==> src/rtl/chdr_len_enforce.sv <==
// Enforces CHDR framing: pads short packets with zero beats and truncates long ones to the header Length.
// Define CHDR_LEN_ENFORCE_STATS_EN to build the short/long packet counters; otherwise they read as zero.
module chdr_len_enforce #(
    parameter int unsigned CHDR_W = 64,
    parameter int unsigned CNT_W  = 32
) (
    input  logic              clk,
    input  logic              rst,
    input  logic [CHDR_W-1:0] s_axis_tdata,
    input  logic              s_axis_tlast,
    input  logic              s_axis_tvalid,
    output logic              s_axis_tready,
    output logic [CHDR_W-1:0] m_axis_tdata,
    output logic              m_axis_tlast,
    output logic              m_axis_tvalid,
    input  logic              m_axis_tready,
    output logic              short_pkt,
    output logic              long_pkt,
    output logic [CNT_W-1:0]  short_cnt,
    output logic [CNT_W-1:0]  long_cnt
);

    localparam int unsigned BYTES = CHDR_W / 8;
    localparam int unsigned SH    = $clog2(BYTES);
    localparam int unsigned LEN_W = 16;
    localparam int unsigned NB_W  = LEN_W + 1;

    typedef enum logic [1:0] {
        ST_HDR  = 2'd0,
        ST_BODY = 2'd1,
        ST_PAD  = 2'd2,
        ST_DROP = 2'd3
    } state_t;

    state_t            r_state;
    state_t            w_state_nxt;
    logic [NB_W-1:0]   r_rem;
    logic [NB_W-1:0]   w_rem_nxt;
    logic              r_short_pkt;
    logic              r_long_pkt;
    logic              w_short_set;
    logic              w_long_set;

    logic [LEN_W-1:0]  w_len;
    logic [NB_W-1:0]   w_nbeats_raw;
    logic [NB_W-1:0]   w_nbeats;
    logic              w_hdr_single;
    logic              w_rem_last;
    logic              w_in_beat;

    logic [CHDR_W-1:0] w_tdata;
    logic              w_tlast;
    logic              w_tvalid;
    logic              w_s_tready;

    // Beat count from the byte length: ceil via add-then-shift, floored at one beat.
    assign w_len        = s_axis_tdata[47:32];
    assign w_nbeats_raw = ({1'b0, w_len} + NB_W'(BYTES - 1)) >> SH;
    assign w_nbeats     = (w_nbeats_raw == '0) ? NB_W'(1) : w_nbeats_raw;
    assign w_hdr_single = (w_nbeats == NB_W'(1));
    assign w_rem_last   = (r_rem == NB_W'(1));
    assign w_in_beat    = s_axis_tvalid & m_axis_tready;

    always_ff @(posedge clk) begin
        if (rst) begin
            r_state     <= ST_HDR;
            r_rem       <= '0;
            r_short_pkt <= 1'b0;
            r_long_pkt  <= 1'b0;
        end else begin
            r_state     <= w_state_nxt;
            r_rem       <= w_rem_nxt;
            r_short_pkt <= w_short_set;
            r_long_pkt  <= w_long_set;
        end
    end

    always_comb begin
        w_state_nxt = r_state;
        w_rem_nxt   = r_rem;
        w_short_set = 1'b0;
        w_long_set  = 1'b0;
        w_tdata     = s_axis_tdata;
        w_tvalid    = s_axis_tvalid;
        w_s_tready  = m_axis_tready;
        w_tlast     = 1'b0;

        case (r_state)
            ST_HDR: begin
                w_tlast = w_hdr_single;
                if (w_in_beat) begin
                    if (w_hdr_single) begin
                        if (!s_axis_tlast) begin
                            w_state_nxt = ST_DROP;
                            w_long_set  = 1'b1;
                        end
                    end else begin
                        w_rem_nxt = w_nbeats - NB_W'(1);
                        if (s_axis_tlast) begin
                            w_state_nxt = ST_PAD;
                            w_short_set = 1'b1;
                        end else begin
                            w_state_nxt = ST_BODY;
                        end
                    end
                end
            end
            ST_BODY: begin
                w_tlast = w_rem_last;
                if (w_in_beat) begin
                    w_rem_nxt = r_rem - NB_W'(1);
                    if (w_rem_last) begin
                        if (s_axis_tlast) begin
                            w_state_nxt = ST_HDR;
                        end else begin
                            w_state_nxt = ST_DROP;
                            w_long_set  = 1'b1;
                        end
                    end else if (s_axis_tlast) begin
                        w_state_nxt = ST_PAD;
                        w_short_set = 1'b1;
                    end
                end
            end
            // Input is stalled while zero beats fill out the declared length.
            ST_PAD: begin
                w_tdata    = '0;
                w_tvalid   = 1'b1;
                w_s_tready = 1'b0;
                w_tlast    = w_rem_last;
                if (m_axis_tready) begin
                    w_rem_nxt = r_rem - NB_W'(1);
                    if (w_rem_last) begin
                        w_state_nxt = ST_HDR;
                    end
                end
            end
            ST_DROP: begin
                w_tvalid   = 1'b0;
                w_s_tready = 1'b1;
                if (s_axis_tvalid && s_axis_tlast) begin
                    w_state_nxt = ST_HDR;
                end
            end
            default: begin
                w_state_nxt = ST_HDR;
            end
        endcase
    end

    assign m_axis_tdata  = w_tdata;
    assign m_axis_tlast  = w_tlast;
    assign m_axis_tvalid = w_tvalid;
    assign s_axis_tready = w_s_tready;
    assign short_pkt     = r_short_pkt;
    assign long_pkt      = r_long_pkt;

`ifdef CHDR_LEN_ENFORCE_STATS_EN
    logic [CNT_W-1:0] r_short_cnt;
    logic [CNT_W-1:0] r_long_cnt;

    // Counters step on the same edge the pulses assert and wrap naturally.
    always_ff @(posedge clk) begin
        if (rst) begin
            r_short_cnt <= '0;
            r_long_cnt  <= '0;
        end else begin
            if (w_short_set) begin
                r_short_cnt <= r_short_cnt + CNT_W'(1);
            end
            if (w_long_set) begin
                r_long_cnt <= r_long_cnt + CNT_W'(1);
            end
        end
    end

    assign short_cnt = r_short_cnt;
    assign long_cnt  = r_long_cnt;
`else
    assign short_cnt = '0;
    assign long_cnt  = '0;
`endif

endmodule

==> config.mk <==
export PLATFORM = sky130hd
export DESIGN_NAME = chdr_len_enforce
export DESIGN_NICKNAME = d
export VERILOG_FILES = /design/src/rtl/chdr_len_enforce.sv
export SDC_FILE = /design/constraint.sdc
export NUM_CORES = 1
export LEC_CHECK = 0
export BUFFER_PORTS_ARGS = -buffer_cell sky130_fd_sc_hd__buf_2
export CORE_ASPECT_RATIO = 1.75
export CORE_MARGIN = 2
export CORE_UTILIZATION = 46
export DETAILED_ROUTE_END_ITERATION = 6
export HOLD_SLACK_MARGIN = 0.02
export PLACE_DENSITY = 0.95
export SYNTH_ARGS = -nofsm -noshare
export SYNTH_HDL_FRONTEND = slang
export SYNTH_SLANG_ARGS = --single-unit
==> constraint.sdc <==
create_clock -name clk -period 4.8 [get_ports clk]
set_input_delay 0.96 -clock clk [delete_from_list [all_inputs] [get_ports clk]]
set_output_delay 0.96 -clock clk [all_outputs]
set_load 0.01 [all_outputs]
==> results.toml <==
[synth]
synth_seq_area_share = 0.148
syn-instance-count = 405
yosys_warnings = 0
ys.flop_type = "dfxtp_1"
synth_area_leader_cell = "buf_4"
synth.distinct_cells = 51
ys_ff_latch = 21
synth_area_sq_mm = 0.00284
netlist_top_cells_area = "buf_4, dfxtp_1, nor2b_1"
synth_top_area_frac = 0.169
synth_enable_flop_cells = 0
synth.top_cells.by_count = "buf_4, nor2b_1, a21oi_1"
async_reset_ff_frac = 0
syn_area_per_cell_sq_um = 7.01

[floorplan]
start_util = 0.479
placementRows = 37
fp.dieArea_sq_mm = 0.00684
fp.coreArea_sq_mm = 0.00593
die_w_um = 63.4
die_h_um = 108
ios = 202

[finish]
nets = 605
syn_to_final_growth_pct = 17.9
fillers = 597
finalInstanceArea_sq_mm = 0.00335
drive_gt1_frac = 0.291
final_core_util = 0.565

[power]
seqPwrFrac = 0.179
p_switching_mw = 0.921
combPwrFrac = 0.748
powerDensity_mw_per_mm2 = 494
leakagePower_nw = 1.63
power.internal_mw = 0.735
netSwitchingFraction = 0.556
clockPowerShare = 0.073
ir_drop_mv = 0.280
fin_total_pwr_mw = 1.66

[timing]
max_freq_mhz = 243
rsz0062_at_grt = "false"
finalWorstPathRequiredPeriod_ns = 4.12
timing.final.crit_share = 0.859
max_slew_margin = 0.257
skew_ns = 0.00248
tns_ns = 0
setup_viol = 0
hold_viol = 0
drv_slew = 0
worst_slew_pin_slew_ns = 1.11

[drt]
drt_iter0_drc = 215
vias = 3142
drtAntennaViolNets = 0
drt-vias-per-instance = 5.18
first_pass_iters = 4
avgRoutedWirePerCell_um = 14.4
drc = 0
routed_wl_um = 8770

[worst_setup_path]
cp_num_buf_inv = 2
critPathMaxStageDelay_ns = 0.56
cp-start-kind = "input port"
cpMostUsedCell = "buf_2"
cp_cell_sequence = "buf_2, or4_4, or3_1, nor3_1, o21a_1, ha_1, and3_1, a22oi_1, nor2_1, buf_2"
end_kind = "primary output"
slowest_stage = "or4_4"
rr_endpoint = "r_rem[12]"
crit_family = "simple AND/OR/NAND/NOR gates"
cp.arrival_ns = 3.16
r2r_start = "r_state[1]"
path_class = "in -> out"
reg2regPathDepth = 7
crit_fanout = 7
crit_required_ns = 3.84
ff2ff_setup_slack_ns = 1.89

[placed_design]
io_buffers = 137
gp_congestion = 0.974
dp_hpwl_um = 7230
postPlaceCellArea_sq_mm = 0.00330

[hold_path]
min_from = "r_rem[13]"
worstHoldEndpoint = "r_rem[13]"
hold_depth = 2
hold_path.class = "reg -> reg"

[clock_network]
cts.clk_slew.worst_paths_ns = 0.08
cts_htree_levels = 1
insertion_delay_ns = 0.27
ctsResizeCount = 0
cts_root_buf = "clkbuf_8"
tritoncts = "done"
cts.path.max_buffers = 2
postCtsSetupRepairBufs = 0
cts.sinks = 21
cts_made_buffers = 3
hold_buffers = 0

[grt]
grt_pass1_wl_um = 13300
grt_max_degree = 67
grt_usage = 0.242
grt_pass1_vias = 2831
grt_remaining_overflow = 0
grt_antenna_before_repair = 4

[job]
drv_cap = 0

[run_status]
outcome = "finished clean"
## sequential cells by signal (all words and copies together) (netlist names)
register,flops
r_state,2
short_pkt,1
long_pkt,1
r_rem,17
## cells in the final DEF, fill, tap and decap left out, types with 11 or more instances in the layout
master / count
conb_1: 64
buf_2: 137
o21ai_0: 24
nor3_1: 17
nand2_1: 20
nor2_1: 23
nor2b_1: 64
or3_1: 11
inv_1: 12
a21oi_1: 27
dfxtp_1: 21
## power groups by stage
stage / clock network (mW) / registers [mW] / logic (mW)
after floorplan: 0 / 0.281 / 0.915
after global placement: 0 / 0.294 / 1.21
after detailed placement: 0 / 0.298 / 1.23
after CTS: 0.119 / 0.294 / 1.23
after global routing: 0.129 / 0.307 / 1.38
final: 0.120 / 0.296 / 1.24
## through the flow
| step | setup slack [ns] | cells | hold WS (ns) |
|---|---|---|---|
| floorplan | 1.06 | 468 | 0.443 |
| global placement | 0.723 | 600 | 0.461 |
| detailed placement | 0.681 | 600 | 0.465 |
| CTS | 0.692 | 604 | 0.481 |
| global route | 0.532 | 607 | 0.507 |
| finish | 0.678 | 607 | 0.483 |
## worst max path at each step
stage / from / end / depth (start not counted)
after CTS: s_axis_tdata[42] / m_axis_tlast / 10
final: s_axis_tdata[42] / m_axis_tlast / 10
after global routing: s_axis_tdata[42] / m_axis_tlast / 10
after global placement: s_axis_tdata[42] / m_axis_tlast / 10
after floorplan: s_axis_tdata[42] / m_axis_tlast / 8
after detailed placement: s_axis_tdata[42] / m_axis_tlast / 10
## layer usage
| layer | vias to the layer above | share of wire | global-route usage |
|---|---|---|---|
| met4 | 0 | 0.038 | 0.151 |
| met2 | 183 | 0.53 | 0.444 |
| li1 | 1530 | - | - |
| met3 | 25 | 0.072 | 0.0333 |
| met5 | - | 0 | 0 |
| met1 | 1404 | 0.36 | 0.255 |
## layout make-up
| class | count | area, sq um | area share |
|---|---|---|---|
| tap | 78 | 97.6 | 0.0291 |
| inverter | 12 | 45.0 | 0.0134 |
| clock buffer | 4 | 45.0 | 0.0134 |
| multi-input combinational | 351 | 2040 | 0.609 |
| antenna | 3 | 7.51 | 0.00224 |
| sequential | 21 | 420 | 0.126 |
| timing repair buffer | 138 | 693 | 0.207 |
## worst reg2reg max path, stage by stage (launching register included)
cell and delay, ns:
dfxtp_1 0.46, ha_2 0.98, nand2b_1 0.12, a22oi_1 0.25, nor2_1 0.14, nand2_1 0.41
o21ai_0 0.18, a311oi_1 0.27
## cell families (layout without fill, tap and decap cells)
group,Yosys count,after routing,share of synthesized area
mux,6,6,0.0220
fa+ha+maj,9,9,0.0396
compound gates,83,83,0.182
buf+inv,96,154,0.218
xor+xnor,7,7,0.0216
simple gates,182,182,0.368
other cells,1,67,0.00132
flops,21,21,0.148
Note: power is estimated with default switching activity, not from simulation.
